File: src/rtl/seq_alu_if.sv
// seq_alu_if: request/response bundle between the decoder, seq_alu_core and writeback
interface seq_alu_if #(parameter int WIDTH = 8);
   logic                 in_valid;
   logic                 in_ready;
   logic [2:0]           op;
   logic [WIDTH-1:0]     a;
   logic [WIDTH-1:0]     b;
   logic                 out_valid;
   logic                 out_ready;
   logic [2*WIDTH-1:0]   result;
   logic                 flag_carry;
   logic                 flag_zero;
   logic                 flag_dbz;
   logic                 flag_err;
   logic                 busy;
   modport master (
      output in_valid, op, a, b, out_ready,
      input  in_ready, out_valid, result, flag_carry, flag_zero, flag_dbz, flag_err, busy
   );
   modport slave (
      input  in_valid, op, a, b, out_ready,
      output in_ready, out_valid, result, flag_carry, flag_zero, flag_dbz, flag_err, busy
   );
endinterface

File: src/rtl/seq_alu_core.sv
// seq_alu_core: handshaked unsigned ALU, one-cycle add/sub/compare, bit-serial multiply and restoring divide
module seq_alu_core #(
   parameter int WIDTH = 8,
   parameter int CNT_W = $clog2(WIDTH) + 1
) (
   input logic      clk,
   input logic      rst,
   seq_alu_if.slave bus
);
   localparam int W = WIDTH;
   typedef enum logic [1:0] {IDLE, MUL, DIV, DONE} state_t;
   state_t           state_q, state_d;
   logic [CNT_W-1:0] cnt_q, cnt_d;
   logic [W-1:0]     b_q, b_d;
   logic [2*W-1:0]   acc_q, acc_d, res_q, res_d;
   logic             carry_q, carry_d, zero_q, zero_d, dbz_q, dbz_d, err_q, err_d;
   logic [W:0]       sum, diff, msum, shl;
   logic             accept;
   always_ff @(posedge clk) begin
      if (rst) begin
         state_q <= IDLE;
         cnt_q   <= '0;
         b_q     <= '0;
         acc_q   <= '0;
         res_q   <= '0;
         carry_q <= 1'b0;
         zero_q  <= 1'b0;
         dbz_q   <= 1'b0;
         err_q   <= 1'b0;
      end else begin
         state_q <= state_d;
         cnt_q   <= cnt_d;
         b_q     <= b_d;
         acc_q   <= acc_d;
         res_q   <= res_d;
         carry_q <= carry_d;
         zero_q  <= zero_d;
         dbz_q   <= dbz_d;
         err_q   <= err_d;
      end
   end
   // acc holds {partial product high, multiplier} for MUL and {remainder, quotient} for DIV
   always_comb begin
      accept  = bus.in_valid && state_q == IDLE;
      sum     = {1'b0, bus.a} + {1'b0, bus.b};
      diff    = {1'b0, bus.a} - {1'b0, bus.b};
      msum    = {1'b0, acc_q[2*W-1:W]} + {1'b0, acc_q[0] ? b_q : {W{1'b0}}};
      shl     = {acc_q[2*W-1:W], acc_q[W-1]};
      state_d = state_q;
      cnt_d   = cnt_q;
      b_d     = b_q;
      acc_d   = acc_q;
      res_d   = res_q;
      carry_d = carry_q;
      dbz_d   = dbz_q;
      err_d   = err_q;
      case (state_q)
         IDLE: if (accept) begin
            b_d     = bus.b;
            acc_d   = {{W{1'b0}}, bus.a};
            cnt_d   = CNT_W'(W);
            carry_d = 1'b0;
            dbz_d   = 1'b0;
            err_d   = 1'b0;
            state_d = DONE;
            case (bus.op)
               3'd0: begin res_d = {{(W-1){1'b0}}, sum}; carry_d = sum[W]; end
               3'd1: begin res_d = {{W{1'b0}}, diff[W-1:0]}; carry_d = diff[W]; end
               3'd2: state_d = MUL;
               3'd3: if (bus.b == '0) begin res_d = '0; dbz_d = 1'b1; end else state_d = DIV;
               3'd4: res_d = {{(2*W-1){1'b0}}, bus.a == bus.b};
               3'd5: res_d = {{(2*W-1){1'b0}}, bus.a > bus.b};
               3'd6: res_d = {{(2*W-1){1'b0}}, bus.a < bus.b};
               default: begin res_d = '0; err_d = 1'b1; end
            endcase
         end
         MUL, DIV: begin
            acc_d = state_q == MUL ? {msum, acc_q[W-1:1]} :
                    shl >= {1'b0, b_q} ? {W'(shl - {1'b0, b_q}), acc_q[W-2:0], 1'b1} :
                    {shl[W-1:0], acc_q[W-2:0], 1'b0};
            cnt_d = cnt_q - 1'b1;
            if (cnt_q == CNT_W'(1)) begin
               state_d = DONE;
               res_d   = acc_d;
            end
         end
         default: if (bus.out_ready) state_d = IDLE;
      endcase
      zero_d = res_d == '0;
   end
   assign bus.in_ready   = state_q == IDLE;
   assign bus.out_valid  = state_q == DONE;
   assign bus.busy       = state_q != IDLE;
   assign bus.result     = res_q;
   assign bus.flag_carry = carry_q;
   assign bus.flag_zero  = zero_q;
   assign bus.flag_dbz   = dbz_q;
   assign bus.flag_err   = err_q;
endmodule

File: src/flat_wrapper.sv
// flat-port wrapper written by rule: the top's interface ports become plain ports
module seq_alu_core_flat 
#(
   parameter int WIDTH = 8,
   parameter int CNT_W = $clog2(WIDTH) + 1
)
  (clk, rst, bus_in_valid, bus_op, bus_a, bus_b, bus_out_ready, bus_in_ready, bus_out_valid, bus_result, bus_flag_carry, bus_flag_zero, bus_flag_dbz, bus_flag_err, bus_busy);
  seq_alu_if #(.WIDTH(WIDTH)) bus_i ();
  input logic clk;
  input logic rst;
  input wire logic [$bits(bus_i.in_valid)-1:0] bus_in_valid;
  input wire logic [$bits(bus_i.op)-1:0] bus_op;
  input wire logic [$bits(bus_i.a)-1:0] bus_a;
  input wire logic [$bits(bus_i.b)-1:0] bus_b;
  input wire logic [$bits(bus_i.out_ready)-1:0] bus_out_ready;
  output wire logic [$bits(bus_i.in_ready)-1:0] bus_in_ready;
  output wire logic [$bits(bus_i.out_valid)-1:0] bus_out_valid;
  output wire logic [$bits(bus_i.result)-1:0] bus_result;
  output wire logic [$bits(bus_i.flag_carry)-1:0] bus_flag_carry;
  output wire logic [$bits(bus_i.flag_zero)-1:0] bus_flag_zero;
  output wire logic [$bits(bus_i.flag_dbz)-1:0] bus_flag_dbz;
  output wire logic [$bits(bus_i.flag_err)-1:0] bus_flag_err;
  output wire logic [$bits(bus_i.busy)-1:0] bus_busy;
  assign bus_i.in_valid = bus_in_valid;
  assign bus_i.op = bus_op;
  assign bus_i.a = bus_a;
  assign bus_i.b = bus_b;
  assign bus_i.out_ready = bus_out_ready;
  assign bus_in_ready = bus_i.in_ready;
  assign bus_out_valid = bus_i.out_valid;
  assign bus_result = bus_i.result;
  assign bus_flag_carry = bus_i.flag_carry;
  assign bus_flag_zero = bus_i.flag_zero;
  assign bus_flag_dbz = bus_i.flag_dbz;
  assign bus_flag_err = bus_i.flag_err;
  assign bus_busy = bus_i.busy;
  seq_alu_core #(.WIDTH(WIDTH), .CNT_W(CNT_W)) u_core (.clk(clk), .rst(rst), .bus(bus_i));
endmodule
File: config.mk
export PLATFORM = sky130hd
export DESIGN_NAME = seq_alu_core_flat
export DESIGN_NICKNAME = d
export VERILOG_FILES = /design/src/rtl/seq_alu_if.sv /design/src/rtl/seq_alu_core.sv /design/src/flat_wrapper.sv
export SDC_FILE = /design/constraint.sdc
export NUM_CORES = 1
export LEC_CHECK = 0
export CORE_MARGIN = 2
export CORE_UTILIZATION = 38
export DETAILED_ROUTE_END_ITERATION = 7
export PLACE_DENSITY = 0.67
export SLEW_MARGIN = 0
export SYNTH_ARGS = -nofsm -noshare
export SYNTH_HDL_FRONTEND = slang
export SYNTH_SLANG_ARGS = --single-unit
File: constraint.sdc
create_clock -name clk -period 4 [get_ports clk]
set_clock_uncertainty 0.1 [all_clocks]
set_input_delay 0.4 -clock clk [delete_from_list [all_inputs] [get_ports clk]]
set_output_delay 0.4 -clock clk [all_outputs]
set_load 0.01 [all_outputs]
==> insert_results.sql <==
INSERT INTO impl_metrics (metric_group, metric, value, unit) VALUES
('grt', 'grt.overflow.total', '0', ''),
('clock_tree', 'clock_sinks', '50', ''),
('grt', 'met3_track_demand_over_resource_in_global_routing', '2.592', '%'),
('floorplan', 'floorplan.io_pins', '46', ''),
('grt', 'grtUsageMet2', '37.38', '%'),
('clock_tree', 'post-cts-setup-buffer-count', '0', ''),
('timing', 'hold_violations', '0', ''),
('grt', 'number_of_global_route_vias_before_repair', '3869', ''),
('layout', 'filler_cell_count', '1103', ''),
('synthesis', 'synth_largest_area_cell', 'dfxtp_1', ''),
('grt', 'grt_util_all_layers', '22.52', '%'),
('floorplan', 'fp.dieH', '108.1', 'microns'),
('timing', 'worst_pin_slew', '1.051', 'ns'),
('synthesis', 'synth_area_per_cell', '7.535', 'sq um'),
('timing', 'finalSetupViolCount', '0', ''),
('clock_tree', 'clock_insertion_delay_worst_skew', '0.32', 'ns'),
('clock_tree', 'cts_hold_repair.buffers', '0', ''),
('synthesis', 'synthTopCellsByArea', 'dfxtp_1, ha_1, a21oi_1', ''),
('clock_tree', 'cts.clk_slew.worst_paths', '0.11', 'ns'),
('layout', 'commonest_non_fill_non_tap_cell_in_the_layout', 'nand2_1', ''),
('timing', 'fin_crit_sh', '91.53', '%'),
('timing', 'maxClockFrequency', '273.1', 'MHz'),
('floorplan', 'core-area', '0.01070', 'sq mm'),
('detailed_routing', 'dr_iter_0_viols', '309', ''),
('grt', 'grt_antenna_before_repair', '0', ''),
('clock_tree', 'postCtsResizedCells', '0', ''),
('layout', 'flow.area_growth_from_synthesis', '16.76', '%'),
('timing', 'maxSlewHeadroom', '29.95', '%'),
('setup_path', 'worst_setup_path_start_kind', 'input port', ''),
('detailed_routing', 'vias_per_cell', '5.714', ''),
('synthesis', 'synth-seq-area-share', '24.29', '%'),
('setup_path', 'kind_of_critical_path', 'in -> reg', ''),
('detailed_routing', 'detail-route-antenna-nets', '0', ''),
('pwr', 'areal_power_density_over_the_cells', '680.9', 'mW/mm^2'),
('detailed_routing', 'wl_per_cell', '17.84', 'microns'),
('detailed_routing', 'postRouteWirelength', '12.93', 'mm'),
('grt', 'grt_use_met1', '29.90', '%'),
('clock_tree', 'cts.root.buffer_cell', 'clkbuf_8', ''),
('detailed_routing', 'drt_drc_violations_left', '0', ''),
('layout', 'mostFrequentLayoutCells', 'nand2_1, nor2_1, a21oi_1', ''),
('clock_tree', 'cts-root-to-sink-buffers', '2', ''),
('place', 'place_hpwl', '10.33', 'mm'),
('synthesis', 'ys_async_sr_fraction', '0', '%'),
('floorplan', 'placementRows', '38', ''),
('clock_tree', 'cts_max_level', '2', ''),
('synthesis', 'postSynth.topFlopCell', 'dfxtp_1', ''),
('setup_path', 'path_cells', 'clkdlybuf4s50_1 > ha_1 > inv_1 > fa_1 > a21o_1 > a21oi_1 > o31ai_1 > a221o_1 > a222oi_1 > nand4b_1 > or4_1 > nor4_1 > and4_1', ''),
('floorplan', 'die_width', '108.1', 'microns'),
('floorplan', 'initial_core_util', '38.53', '%'),
('outcome', 'outcome', 'complete, no violations', ''),
('synthesis', 'post_synth_num_cell_types', '68', ''),
('setup_path', 'critical_path.endpoint_type', 'register', ''),
('synthesis', 'synthesis.nets', '611', ''),
('clock_tree', 'tritoncts', 'done', ''),
('worst_hold_path', 'worstHoldPathType', 'reg -> reg', ''),
('setup_path', 'cpMaxStageDelayCell', 'clkdlybuf4s50_1', ''),
('grt', 'gr-max-usage-layer', 'met2', ''),
('grt', 'grt_max_degree', '50', ''),
('synthesis', 'synth.ff_latch_count', '50', ''),
('timing', 'timing.final.max_slew_violations', '0', ''),
('layout', 'num_antenna_cells', '0', ''),
('synthesis', 'number_of_standard_cells_after_synthesis', '547', ''),
('layout', 'share_of_cells_above_drive_strength_1', '5.128', '%'),
('timing', 'period_minus_slack', '3.661', 'ns'),
('timing', 'grt_setup_unrepaired', 'false', ''),
('place', 'portBuffers', '45', ''),
('synthesis', 'yosys_warnings', '0', ''),
('job', 'timing.max_cap.violations', '0', ''),
('pwr', 'cellLeakagePower', '1.923', 'nW'),
('synthesis', 'mappedNetlistArea', '0.004121', 'sq mm'),
('setup_path', 'worst_stage_delay_on_the_critical_path', '0.52', 'ns');
cell usage after synthesis (4+ instances only):
master / instances
a22oi_1: 4
nor2_1: 59
nand2b_1: 5
nor2b_1: 13
o21a_1: 5
and2_1: 11
xor2_1: 4
clkbuf_1: 18
ha_1: 37
nand3_1: 13
dfxtp_1: 50
xnor2_1: 11
a31oi_1: 8
inv_1: 35
nor3_1: 18
o21ai_0: 20
mux2i_1: 14
fa_1: 4
a21o_1: 8
nor4_1: 5
nand2_1: 61
o211ai_1: 9
o31ai_1: 8
a21oi_1: 56
a211oi_1: 11
registers in the layout, indices dropped and copies added, names as in the netlist:
name                   count
u_core.acc_q              16
u_core.bus.result         16
u_core.b_q                 8
u_core.cnt_q               4
u_core.state_q             2
u_core.bus.flag_carry      1
u_core.bus.flag_dbz        1
u_core.bus.flag_err        1
u_core.bus.flag_zero       1
metal layers:
layer	vias to the layer above	wire [microns]
met3	30	612
met2	143	6219
met5	-	0
met1	1938	5660
li1	2032	-
met4	0	441
layout make-up:
class	count	area (sq um)	share of cell area, %
Multi-Input combinational cell	436	2882	59.88
Sequential cell	50	1001	20.80
Timing Repair Buffer	54	518.0	10.76
Tap cell	140	175.2	3.640
Inverter	37	138.9	2.886
Clock buffer	5	68.82	1.430
Clock inverter	3	28.78	0.5980
power by group:
group          total [W]  switching [W]  internal [W]
logic            0.00219        0.00136      0.000839
registers       0.000754       0.000133      0.000621
clock network   0.000328       0.000198      0.000130
total            0.00328        0.00169       0.00159
worst paths after layout:
| path | startpoint | endpoint | cells after the start | slack (ns) |
|---|---|---|---|---|
| worst min register to register | u_core.b_q[0]$_SDFFE_PP0P_ | u_core.b_q[0]$_SDFFE_PP0P_ | 2 | 0.38 |
| worst min-delay path | u_core.b_q[0]$_SDFFE_PP0P_ | u_core.b_q[0]$_SDFFE_PP0P_ | 2 | 0.38 |
| worst max-delay path | bus_b[0] | u_core.bus.flag_zero$_SDFF_PP0_ | 13 | 0.34 |
| worst max register to register | u_core.acc_q[0]$_SDFFE_PP0P_ | u_core.bus.flag_zero$_SDFF_PP0_ | 12 | 0.37 |
worst max-delay path: cells and delay by family:
| kind | cells | cell delay, ns |
|---|---|---|
| AO/OA/AOI/OAI | 5 | 1.32 |
| adder cells (fa/ha/maj) | 2 | 0.58 |
| buffers and inverters | 2 | 0.58 |
| AND/OR/NAND/NOR | 4 | 0.95 |
per-stage QoR:
step	util (%)	worst slack (ns)	area (sq um)	instances	hold slack, ns
floorplan	-	0.8422	4121	547	0.3418
finish	44.98	0.3387	4812	725	0.3777
detailed placement	44.07	0.09424	4715	717	0.3655
global placement	44.07	0.1883	4715	717	0.3606
global route	44.98	0.1755	4812	725	0.4019
CTS	44.98	0.3908	4812	725	0.3791
logic make-up (layout without fill, tap and decap cells):
logic type               count (synthesis)  after routing  synth area share (%)
AND/OR/NAND/NOR                        205            205                 24.35
AO/OA/AOI/OAI                          160            160                 25.53
buffers and inverters                   61             99                 5.798
flip-flops                              50             50                 24.29
adder cells (fa/ha/maj)                 41             41                 13.18
XOR/XNOR                                15             15                 3.187
multiplexers                            15             15                 3.673
Note: power is estimated with default switching activity, not from simulation.
